--- config.mk ---
export PLATFORM = sky130hd
export DESIGN_NAME = rtc_set_ctrl
export DESIGN_NICKNAME = d
export VERILOG_FILES = /design/src/rtl/rtc_set_ctrl.sv
export SDC_FILE = /design/constraint.sdc
export NUM_CORES = 1
export LEC_CHECK = 0
export CAP_MARGIN = 10
export CORE_MARGIN = 2
export CORE_UTILIZATION = 40
export CTS_CLUSTER_SIZE = 20
export DETAILED_ROUTE_END_ITERATION = 12
export PLACE_DENSITY = 0.63
export REMOVE_ABC_BUFFERS = 1
export SETUP_SLACK_MARGIN = 0.05
export SLEW_MARGIN = 10
export SYNTH_ARGS = -nofsm -noshare
export SYNTH_HDL_FRONTEND = slang
export SYNTH_SLANG_ARGS = --single-unit
--- constraint.sdc ---
create_clock -name clk -period 2.35 [get_ports clk]
set_input_delay 0.47 -clock clk [delete_from_list [all_inputs] [get_ports clk]]
set_output_delay 0.47 -clock clk [all_outputs]
set_load 0.1 [all_outputs]
--- src/rtl/rtc_set_ctrl.sv ---
// Sequencing for the BCD timekeeping core: one-second tick prescaler plus the
// button-driven set-mode FSM. Define RTC_ALARM_EN to add alarm editing and alarm_hit.
module rtc_set_ctrl #(
    parameter int TICK_DIV = 10,
    parameter int CNT_W    = 16
) (
    input  logic       clk,
    input  logic       rst,
    input  logic       mode_btn,
    input  logic       inc_btn,
    input  logic [7:0] cur_hr,
    input  logic [7:0] cur_min,
    input  logic [7:0] cur_sec,
    output logic       tick,
    output logic       load,
    output logic [7:0] ld_hr,
    output logic [7:0] ld_min,
    output logic [7:0] ld_sec,
    output logic [1:0] edit_field
`ifdef RTC_ALARM_EN
    ,
    output logic       alarm_hit
`endif
);

    // state      | meaning
    // RUN        | normal timekeeping, prescaler running
    // SET_HR     | editing shadow hours
    // SET_MIN    | editing shadow minutes
    // SET_SEC    | editing shadow seconds
    // SET_AL_HR  | editing alarm hours (alarm build only)
    // SET_AL_MIN | editing alarm minutes (alarm build only)
    // COMMIT     | one cycle; load pulse follows on exit
    typedef enum logic [2:0] {
        RUN,
        SET_HR,
        SET_MIN,
        SET_SEC,
`ifdef RTC_ALARM_EN
        SET_AL_HR,
        SET_AL_MIN,
`endif
        COMMIT
    } state_t;

    localparam logic [CNT_W-1:0] CNT_TC = CNT_W'(TICK_DIV - 1);

    state_t           state_q, state_d;
    logic [CNT_W-1:0] cnt_q, cnt_d;
    logic             tick_q, tick_d;
    logic             load_q, load_d;
    logic [1:0]       edit_q, edit_d;
    logic [7:0]       sh_hr_q, sh_hr_d;
    logic [7:0]       sh_min_q, sh_min_d;
    logic [7:0]       sh_sec_q, sh_sec_d;
    logic [7:0]       ld_hr_q, ld_hr_d;
    logic [7:0]       ld_min_q, ld_min_d;
    logic [7:0]       ld_sec_q, ld_sec_d;
    logic             inc_ok;

    function automatic logic [7:0] bcd_inc(input logic [7:0] v, input logic [7:0] max_v);
        if (v == max_v)
            return 8'h00;
        else if (v[3:0] == 4'd9)
            return {v[7:4] + 4'd1, 4'd0};
        else
            return {v[7:4], v[3:0] + 4'd1};
    endfunction

`ifdef RTC_ALARM_EN
    logic [7:0] al_hr_q, al_hr_d;
    logic [7:0] al_min_q, al_min_d;
    logic       al_match, al_match_q, alarm_hit_q;
`endif

    // mode_btn takes priority; a simultaneous inc is dropped
    assign inc_ok = inc_btn && !mode_btn;

    always_comb begin
        state_d  = state_q;
        sh_hr_d  = sh_hr_q;
        sh_min_d = sh_min_q;
        sh_sec_d = sh_sec_q;
`ifdef RTC_ALARM_EN
        al_hr_d  = al_hr_q;
        al_min_d = al_min_q;
`endif
        case (state_q)
            RUN: begin
                if (mode_btn) begin
                    state_d  = SET_HR;
                    sh_hr_d  = cur_hr;
                    sh_min_d = cur_min;
                    sh_sec_d = cur_sec;
                end
            end
            SET_HR: begin
                if (mode_btn)    state_d = SET_MIN;
                else if (inc_ok) sh_hr_d = bcd_inc(sh_hr_q, 8'h23);
            end
            SET_MIN: begin
                if (mode_btn)    state_d  = SET_SEC;
                else if (inc_ok) sh_min_d = bcd_inc(sh_min_q, 8'h59);
            end
            SET_SEC: begin
`ifdef RTC_ALARM_EN
                if (mode_btn)    state_d  = SET_AL_HR;
`else
                if (mode_btn)    state_d  = COMMIT;
`endif
                else if (inc_ok) sh_sec_d = bcd_inc(sh_sec_q, 8'h59);
            end
`ifdef RTC_ALARM_EN
            SET_AL_HR: begin
                if (mode_btn)    state_d = SET_AL_MIN;
                else if (inc_ok) al_hr_d = bcd_inc(al_hr_q, 8'h23);
            end
            SET_AL_MIN: begin
                if (mode_btn)    state_d  = COMMIT;
                else if (inc_ok) al_min_d = bcd_inc(al_min_q, 8'h59);
            end
`endif
            COMMIT:  state_d = RUN;
            default: state_d = RUN;
        endcase
    end

    // Tick only fires while staying in RUN, so it never overlaps an edit or the load pulse
    always_comb begin
        cnt_d  = '0;
        tick_d = 1'b0;
        if (state_q == RUN && state_d == RUN) begin
            if (cnt_q == CNT_TC) begin
                cnt_d  = '0;
                tick_d = 1'b1;
            end else begin
                cnt_d  = cnt_q + CNT_W'(1);
            end
        end
    end

    // Load is issued on the COMMIT exit edge, aligned with prescaler restart at 0
    always_comb begin
        load_d   = (state_q == COMMIT);
        ld_hr_d  = ld_hr_q;
        ld_min_d = ld_min_q;
        ld_sec_d = ld_sec_q;
        if (load_d) begin
            ld_hr_d  = sh_hr_q;
            ld_min_d = sh_min_q;
            ld_sec_d = sh_sec_q;
        end
        case (state_d)
            SET_HR:     edit_d = 2'd1;
            SET_MIN:    edit_d = 2'd2;
            SET_SEC:    edit_d = 2'd3;
`ifdef RTC_ALARM_EN
            SET_AL_HR:  edit_d = 2'd1;
            SET_AL_MIN: edit_d = 2'd2;
`endif
            default:    edit_d = 2'd0;
        endcase
    end

    always_ff @(posedge clk) begin
        if (!rst) begin
            state_q  <= RUN;
            cnt_q    <= '0;
            tick_q   <= 1'b0;
            load_q   <= 1'b0;
            edit_q   <= 2'd0;
            sh_hr_q  <= 8'h00;
            sh_min_q <= 8'h00;
            sh_sec_q <= 8'h00;
            ld_hr_q  <= 8'h00;
            ld_min_q <= 8'h00;
            ld_sec_q <= 8'h00;
        end else begin
            state_q  <= state_d;
            cnt_q    <= cnt_d;
            tick_q   <= tick_d;
            load_q   <= load_d;
            edit_q   <= edit_d;
            sh_hr_q  <= sh_hr_d;
            sh_min_q <= sh_min_d;
            sh_sec_q <= sh_sec_d;
            ld_hr_q  <= ld_hr_d;
            ld_min_q <= ld_min_d;
            ld_sec_q <= ld_sec_d;
        end
    end

`ifdef RTC_ALARM_EN
    assign al_match = (state_q == RUN) && (cur_hr == al_hr_q) &&
                      (cur_min == al_min_q) && (cur_sec == 8'h00);

    always_ff @(posedge clk) begin
        if (!rst) begin
            al_hr_q     <= 8'h00;
            al_min_q    <= 8'h00;
            al_match_q  <= 1'b0;
            alarm_hit_q <= 1'b0;
        end else begin
            al_hr_q     <= al_hr_d;
            al_min_q    <= al_min_d;
            al_match_q  <= al_match;
            alarm_hit_q <= al_match && !al_match_q;
        end
    end

    assign alarm_hit = alarm_hit_q;
`endif

    assign tick       = tick_q;
    assign load       = load_q;
    assign ld_hr      = ld_hr_q;
    assign ld_min     = ld_min_q;
    assign ld_sec     = ld_sec_q;
    assign edit_field = edit_q;

endmodule
==> results of run 1 <==
[tightest hold or removal path, cell delays in order (launching register included)]
cell and delay (ns):
dfxtp_1 0.31, nand2_1 0.05, a21oi_1 0.05
[kinds of logic (layout without fill, tap and decap cells)]
kind of cell,Yosys count,count (layout)
AOI/OAI and AO/OA,107,107
and+or+nand+nor,186,186
adders and majority gates,14,14
xor gates and xnor gates,15,15
DFF,71,71
buffers and inverters,41,102
[cell usage in the layout (no fill, tap or decap), drive strengths merged, types with 4 or more instances in the layout]
master / synthesis / layout
a211oi: 8 / 8
a21o: 5 / 5
a21oi: 47 / 47
a221oi: 6 / 6
a2bb2oi: 6 / 6
and2: 5 / 5
buf: 7 / 42
clkbuf: 13 / 11
clkdlybuf4s50: 0 / 27
dfxtp: 71 / 71
ha: 14 / 14
inv: 19 / 19
nand2: 71 / 71
nand2b: 8 / 8
nand3: 9 / 9
nand3b: 8 / 8
nand4: 7 / 7
nor2: 34 / 34
nor3: 11 / 11
nor4: 11 / 11
o21ai: 10 / 10
xnor2: 11 / 11
xor2: 4 / 4
[final timing paths]
path | cells after the start | startpoint | slack (ns) | to
max | 5 | sh_hr_q[5]$_SDFFE_PN0P_ | 0.31 | sh_hr_q[4]$_SDFFE_PN0P_
min | 2 | ld_sec[7]$_SDFFE_PN0P_ | 0.45 | ld_sec[7]$_SDFFE_PN0P_
max reg2reg | 5 | sh_hr_q[5]$_SDFFE_PN0P_ | 0.31 | sh_hr_q[4]$_SDFFE_PN0P_
min reg2reg | 2 | ld_sec[7]$_SDFFE_PN0P_ | 0.45 | ld_sec[7]$_SDFFE_PN0P_
[flip-flops by register name (all words and copies together) (netlist names)]
name        flops
cnt_q          16
ld_hr           8
ld_min          8
ld_sec          8
sh_hr_q         8
sh_min_q        8
sh_sec_q        8
state_q         3
edit_field      2
load            1
tick            1
[layout make-up]
cell class | count | share of cell area (%)
Multi-Input combinational cell | 322 | 45.24
Sequential cell | 71 | 32.86
Timing Repair Buffer | 69 | 13.54
Clock buffer | 11 | 3.269
Tap cell | 108 | 3.124
Inverter | 20 | 1.736
Clock inverter | 2 | 0.2314
[per-layer routing]
layer  part of all wire, %  GRT usage, %
met1                    49         25.20
met2                    44         28.82
met3                   4.7         4.152
met4                   1.4         5.690
met5                     0             0
[report_power, final]
part / internal (uW) / switching, uW / total (uW)
clock network: 392 / 439 / 830
registers: 1250 / 63.7 / 1310
logic: 164 / 184 / 347
[per-stage QoR]
step	cells	hold slack, ns	power, uW
3_3_place_gp	590	0.4443	1674
5_1_grt	603	0.4818	2598
2_1_floorplan	413	0.4319	1546
3_5_place_dp	590	0.4482	1684
4_1_cts	603	0.4588	2517
6_report	603	0.4538	2489
==> flow_summary.yaml, run 1 <==
yosys:
  synth_area_per_cell_um2: 8.182
  ys.flop_type: "dfxtp_1"
  synth_area_um2: 3551
  synth_compound_area_share_pct: 20.44
  synth.area.top_cells: "dfxtp_1 40%, nand2_1 7.5%, a21oi_1 6.6%"
  synth_commonest_cells: "71 x dfxtp_1, 71 x nand2_1, 47 x a21oi_1"
  yosysWarnings: 0
  synthArstFlopShare_pct: 0
  synth_mux_area_share_pct: 0
  yosysTopAreaCellShare_pct: 40.03
  synth_xor_xnor_area_share_pct: 3.700
  ys_seq_area_share_pct: 40.03
  yosysTopAreaCell: "dfxtp_1"
  synth_seq_cells: 71
  synth-simple-area-share_pct: 26.04
  synth_edf_count: 0
  synth_cell_types: 58
  synth_top_family_by_area: "simple AND/OR/NAND/NOR gates"
  synth_fa_ha_area_share_pct: 4.933
  synth_cells: 434
worst_setup_path:
  critPathRequiredTime_ns: 2.56
  cp-end-kind: "flop"
  crit_buf_inv: 0
  worst_path_max_delay_cell: "a2111oi_0"
  crit_path_cell_trace: "ha_1 > or4b_4 > o21a_4 > a2111oi_0 > a211oi_1"
  path_max_fanout: 7
  path_class: "reg2reg"
  slowest_delay_ns: 0.48
  crit_path_start_kind: "flop"
  crit_arrival_ns: 2.25
  cp_top_family: "compound AO/OA/AOI/OAI gates"
cells_and_area:
  drive_gt1_share_pct: 12.53
  postLayoutCellArea_um2: 4325
  fill_cells: 874
  regArea_um2: 1421
  area_growth_pct: 21.81
  utilization_pct: 49.84
  diodes: 0
  fin_nets: 535
  multi_input_comb_area_um2: 1957
grt:
  grt_usage_pct: 18.34
  gr-total-overflow: 0
  grt_pass1_vias: 3129
  grt_pass1_wl_um: 14600
  antenna_found_initial: 0
  grt_max_degree: 29
flow_run:
  maxCapViolations: 0
worst_hold_path:
  hold_class: "reg2reg"
floorplanning:
  die_y_um: 98.22
  die_x_um: 98.22
  dieArea_um2: 9647
  coreArea_um2: 8678
  std_cell_rows: 34
  ios: 56
  initial_core_util_pct: 40.92
sta:
  min_period_over_period_pct: 86.78
  hold_viol_final: 0
  fin_setup_tns_ns: 0
  worst_pin_slew_ns: 0.5906
  relSlewSlack_pct: 60.54
  clock.fmax_ghz: 0.4904
  finalSetupViolations: 0
  skew_ns: 0.01016
  slew_viol_final: 0
  worst_slack_ns: 0.3107
  rsz0062_at_grt: "false"
  layout_min_cycle_time_ns: 2.039
drt:
  ant_nets: 0
  wire_per_inst_um: 14.15
  first_iter_violations: 140
  drt-pass1-iter-count: 4
  viasPerCell: 5.408
  wl_um: 8534
  drc: 0
  vias: 3261
cts:
  postCtsSetupBuffers: 0
  clkSinkCount: 71
  cts_buffer_depth: 2
  clkTransAtPathRegs_ns: 0.07
  insertion_delay_ns: 0.34
  cts-root-buf: "clkbuf_8"
  cts_tree: "built"
  htreeDepth: 3
  cts_buffers: 9
  ctsResizeCount: 0
  ctsHoldBuffers: 0
pwr:
  p_leak_uw: 0.001586
  vdd_drop_max_v: 0.0002599
  power.density_nw_per_um2: 575.3
placed_design:
  gp_congestion: 0.8361
  pre_cts_ws_ns: 0.1274
  port_buffers: 55
  place_area_um2: 4174
  hpwl_um: 6023
outcome:
  status: "complete, no violations"
Power figures use the tool's default switching activity.
==> run 2: changes to the inputs <==
- CORE_UTILIZATION: 40 -> 54
- PLACE_DENSITY: 0.63 -> 0.81
==> run 2 against run 1 <==
  * Utilization increased by 18 points
  * Flip-flop and latch count unchanged
  * Non-clock buffer count fell by 2
  * Hold slack improved by 0.0032 ns
  * Sequential share of layout area about the same
  * Routed wire length fell by 6.2%
  * Maximum frequency up 0.78%
  * Clock power increased by 20%
  * Critical path depth is 1 higher
  * Register-to-register slack gained 0.02 ns
  * Global-route usage is 4.9 points higher
  * Worst setup slack improved by 0.016 ns
  * Critical path type unchanged
  * Highest routed layer unchanged
==> flow_summary.yaml, run 2 (synthesis results as in run 1) <==
grt:
  grt_max_degree: 28
  grt_pass1_wl_um: 13690
  grt_usage_pct: 23.26
  antenna_found_initial: 0
  grt_pass1_vias: 3103
  gr-total-overflow: 0
worst_hold_path:
  hold_class: "reg2reg"
sta:
  whs_ns: 0.4569
  skew_ns: 0.008586
  clock.fmax_ghz: 0.4942
  hold_viol_final: 0
  slew_viol_final: 0
  min_period_over_period_pct: 86.11
  worst_pin_slew_ns: 0.6062
  relSlewSlack_pct: 59.50
  worst_slack_ns: 0.3264
  finalSetupViolations: 0
  fin_setup_tns_ns: 0
  layout_min_cycle_time_ns: 2.024
  rsz0062_at_grt: "false"
cells_and_area:
  largest-register: "cnt_q"
  final_cells: 573
  largest_reg_flops: 16
  diodes: 0
  area_growth_pct: 21.92
  drive_gt1_share_pct: 12.70
  fill_cells: 519
  regArea_um2: 1421
  fin_nets: 533
  multi_input_comb_area_um2: 1957
  most-common-layout-cells: "71 x nand2_1, 71 x dfxtp_1, 47 x a21oi_1"
cts:
  postCtsSetupBuffers: 0
  cts_tree: "built"
  cts-root-buf: "clkbuf_8"
  insertion_delay_ns: 0.35
  clkTransAtPathRegs_ns: 0.08
  ctsResizeCount: 0
  clkSinkCount: 71
  htreeDepth: 3
  cts_buffers: 9
  cts_buffer_depth: 2
  ctsHoldBuffers: 0
drt:
  vias: 3264
  ant_nets: 0
  first_iter_violations: 144
  drc: 0
  drt-pass1-iter-count: 4
  wire_per_inst_um: 13.98
  wl_um: 8009
  viasPerCell: 5.696
placed_design:
  pre_cts_ws_ns: 0.09853
  post-place-cells: 557
  gp_congestion: 0.8708
  hpwl_um: 5623
  port_buffers: 55
pwr:
  seq_power_share_pct: 49.2
  clkPwrFrac_pct: 37.8
  p_int_uw: 1961
  comb_power_share_pct: 13.1
  p_sw_uw: 700.9
  swShare_pct: 26.33
  p_leak_uw: 0.001595
  vdd_drop_max_v: 0.0004619
  power.density_nw_per_um2: 614.8
  finalPower_uw: 2662
floorplanning:
  std_cell_rows: 29
  coreArea_um2: 6350
  dieArea_um2: 7240
  initial_core_util_pct: 55.92
  ios: 56
  die_y_um: 85.09
  die_x_um: 85.09
worst_setup_path:
  cp-end-kind: "flop"
  path_class: "reg2reg"
  crit_path_start_kind: "flop"
  critPathRequiredTime_ns: 2.56
  crit_arrival_ns: 2.24
  path_max_fanout: 7
flow_run:
  maxCapViolations: 0
outcome:
  status: "complete, no violations"
[run 2: cell count changes in the layout (fill, tap and decap cells not counted), sizes merged]
cell | before | now
buf | 42 | 40
clkinvlp | 0 | 2
bufinv | 0 | 1
clkbuf | 11 | 12
clkinv | 3 | 2
[run 2: power groups by stage]
stage / sequential [uW] / combinational [uW] / clock, uW
after floorplan: 1340 / 205 / 0
after global placement: 1330 / 333 / 0
after detailed placement: 1330 / 344 / 0
after CTS: 1310 / 346 / 1030
after global routing: 1320 / 385 / 1090
final: 1310 / 347 / 1000
[run 2: worst max-delay path: stages, from the launching register on]
cell and delay, ns:
dfxtp_1 0.36, inv_1 0.09, ha_1 0.13, or4b_4 0.48, o21a_4 0.25, a2111oi_0 0.50
a211oi_1 0.09
[run 2: metal layers]
metal  track usage (%)  vias up  part of all wire (%)
li1                  -     1649                     -
met1             29.03     1530                    46
met2             38.78       72                    47
met3             4.475       13                   4.8
met4             10.82        0                   1.9
met5                 0        -                     0
[run 2: path summary, 6_finish.rpt]
kind,start,endpoint,slack (ns),cells after the start
hold reg to reg,ld_min[0]$_SDFFE_PN0P_,ld_min[0]$_SDFFE_PN0P_,0.46,2
hold / removal,ld_min[0]$_SDFFE_PN0P_,ld_min[0]$_SDFFE_PN0P_,0.46,2
setup / recovery,sh_hr_q[4]$_SDFFE_PN0P_,sh_hr_q[5]$_SDFFE_PN0P_,0.33,6
setup reg to reg,sh_hr_q[4]$_SDFFE_PN0P_,sh_hr_q[5]$_SDFFE_PN0P_,0.33,6
[run 2: layout make-up]
class	instances	share of cell area (%)
Clock inverter	4	1.243
Timing Repair Buffer	67	13.18
Multi-Input combinational cell	322	45.20
Clock buffer	12	3.584
Tap cell	77	2.225
Sequential cell	71	32.83
Inverter	20	1.734
[run 2: metrics by stage]
stage,util (%),instance area [um^2]
final,68.18,4329
after floorplan,-,3453
after CTS,68.18,4329
after detailed placement,64.89,4120
after global routing,68.18,4329
after global placement,64.89,4120
==> run 3: changes to the inputs <==
- GPL_TIMING_DRIVEN: default -> 0
- clock period: 2.35 -> 1.91 ns (I/O delays scaled with it)
==> run 3 against run 2 <==
  * Sequential share of layout area decreased by 1.4 points
  * Routed wire length increased by 7.5%
  * Flip-flop and latch count unchanged
  * Largest cell class unchanged
  * Total power increased by 24%
  * Cell count decreased by 0.17%
  * Clock power increased by 21%
  * Largest power group unchanged
  * Critical path depth unchanged
  * Cell area increased by 5.1%
  * First-iteration DRC count increased by 0.69%
  * Non-clock buffer count decreased by 1
  * Register-to-register slack got worse by 0.26 ns
  * Combinational power increased by 36%
==> flow_summary.yaml, run 3 (synthesis results as in run 1) <==
pwr:
  swShare_pct: 28.05
  seq_power_share_pct: 49.0
  p_sw_uw: 924.5
  p_int_uw: 2372
  power.density_nw_per_um2: 724.7
  vdd_drop_max_v: 0.0004756
  p_leak_uw: 0.001594
  comb_power_share_pct: 14.4
  clkPwrFrac_pct: 36.7
flow_run:
  maxCapViolations: 0
sta:
  clock.fmax_ghz: 0.5431
  layout_min_cycle_time_ns: 1.841
  finalSetupViolations: 0
  min_period_over_period_pct: 96.40
  worst_slack_ns: 0.06877
  rsz0062_at_grt: "true"
  relSlewSlack_pct: 62.22
  skew_ns: 0.007591
  hold_viol_final: 0
  slew_viol_final: 0
  worst_pin_slew_ns: 0.5646
worst_setup_path:
  r2r-end: "sh_hr_q[5]$_SDFFE_PN0P_"
  critPathRequiredTime_ns: 2.14
  crit_path_start_kind: "flop"
  reg2reg_slack_ns: 0.07
  path_class: "reg2reg"
  cp-end-kind: "flop"
  reg2reg_depth: 6
  r2r-start: "sh_hr_q[4]$_SDFFE_PN0P_"
  crit_arrival_ns: 2.07
  crit_path_start: "sh_hr_q[4]$_SDFFE_PN0P_"
  path_max_fanout: 7
  cp-endpoint: "sh_hr_q[5]$_SDFFE_PN0P_"
floorplanning:
  initial_core_util_pct: 55.92
  die_y_um: 85.09
  dieArea_um2: 7240
  std_cell_rows: 29
  ios: 56
  coreArea_um2: 6350
  die_x_um: 85.09
drt:
  vias: 3322
  drt-pass1-iter-count: 4
  wire_per_inst_um: 15.05
  ant_nets: 0
  first_iter_violations: 145
  viasPerCell: 5.808
  wl_um: 8611
  drc: 0
cts:
  cts_tree: "built"
  ctsHoldBuffers: 0
  cts-root-buf: "clkbuf_8"
  clkTransAtPathRegs_ns: 0.08
  insertion_delay_ns: 0.35
  cts_buffers: 9
  cts_buffer_depth: 2
  htreeDepth: 3
  clkSinkCount: 71
grt:
  grt_pass1_wl_um: 13730
  antenna_found_initial: 0
  gr-total-overflow: 0
  grt_usage_pct: 23.42
  grt_pass1_vias: 3065
  grt_max_degree: 26
cells_and_area:
  fin_nets: 532
  largest_reg_flops: 16
  diodes: 0
  area_growth_pct: 28.08
  fill_cells: 470
  final_common_cell: "nand2_1"
  largest-register: "cnt_q"
  postLayoutCellArea_um2: 4548
  drive_gt1_share_pct: 17.58
  most-common-layout-cells: "70 x nand2_1, 66 x dfxtp_1, 46 x a21oi_1"
placed_design:
  hpwl_um: 5342
  place_area_um2: 4128
  port_buffers: 55
  pre_cts_ws_ns: -0.9706
  gp_congestion: 0.8426
worst_hold_path:
  hold_class: "reg2reg"
outcome:
  status: "complete, no violations"
==> run 3: changes by cell type in the layout (fill, tap and decap cells not counted), sizes merged <==
| cell | change |
|---|---|
| buf | -29 |
| clkdlybuf4s15 | +26 |
| clkinv | +3 |
| clkdlybuf4s50 | -2 |
| clkinvlp | -2 |
| clkbuf | +1 |
| dlymetal6s2s | +1 |
| inv | +1 |
==> run 3: worst min-delay path by stage <==
stage / end / from / cells past startpoint / slack (ns)
floorplan: ld_min[7]$_SDFFE_PN0P_ / sh_min_q[7]$_SDFFE_PN0P_ / 2 / 0.43
global placement: ld_sec[5]$_SDFFE_PN0P_ / ld_sec[5]$_SDFFE_PN0P_ / 2 / 0.44
detailed placement: ld_hr[1]$_SDFFE_PN0P_ / ld_hr[1]$_SDFFE_PN0P_ / 2 / 0.45
CTS: ld_hr[1]$_SDFFE_PN0P_ / ld_hr[1]$_SDFFE_PN0P_ / 2 / 0.46
global route: ld_hr[0]$_SDFFE_PN0P_ / ld_hr[0]$_SDFFE_PN0P_ / 2 / 0.47
finish: ld_min[0]$_SDFFE_PN0P_ / ld_min[0]$_SDFFE_PN0P_ / 2 / 0.46
==> run 3: worst max-delay path: stages (launching register included) <==
cell and delay (ns):
dfxtp_4 0.35, inv_2 0.06, ha_1 0.13, or4b_4 0.46, o21a_4 0.28, a2111oi_4 0.35
a211oi_1 0.08
==> run 3: what timing repair did <==
item | CTS | global route
resized for setup | 99 | 20
pin swaps | 1 | 5
setup endpoints to repair | 90 | 58
buffers inserted | 1 | 9
endpoints found under the hold margin | 0 | 0
==> run 3: layout make-up <==
class                           count  area (um^2)  area share, %
Multi-Input combinational cell    322         2071          45.53
Sequential cell                    71         1430          31.44
Timing Repair Buffer               66        673.1          14.80
Clock buffer                       10        127.6          2.806
Tap cell                           77        96.34          2.118
Inverter                           20        80.08          1.761
Clock inverter                      6        70.07          1.541
==> run 3: per-stage QoR <==
step                hold slack [ns]  power [uW]  utilization (%)  instances  setup TNS, ns
floorplan                    0.4319        1902                -        413              0
global placement             0.4401        2032            64.57        545         -54.37
detailed placement           0.4474        2055            65.00        546         -38.13
CTS                          0.4589        3263            69.34        563              0
global route                 0.4684        3450            71.63        572              0
finish                       0.4569        3296            71.63        572              0
==> run 3: per-layer routing <==
metal,vias to the layer above,wire length [um],track usage [%]
met5,-,0,0
met4,0,240,12.12
met3,23,446,5.447
met2,95,4156,38.35
met1,1558,3768,28.71
li1,1646,-,-
==> run 3: power groups by stage <==
| stage | clock [uW] | sequential [uW] | combinational, uW |
|---|---|---|---|
| 2_1_floorplan | 0 | 1650 | 252 |
| 3_3_place_gp | 0 | 1640 | 390 |
| 3_5_place_dp | 0 | 1640 | 411 |
| 4_1_cts | 1220 | 1610 | 427 |
| 5_1_grt | 1310 | 1630 | 517 |
| 6_report | 1210 | 1610 | 473 |
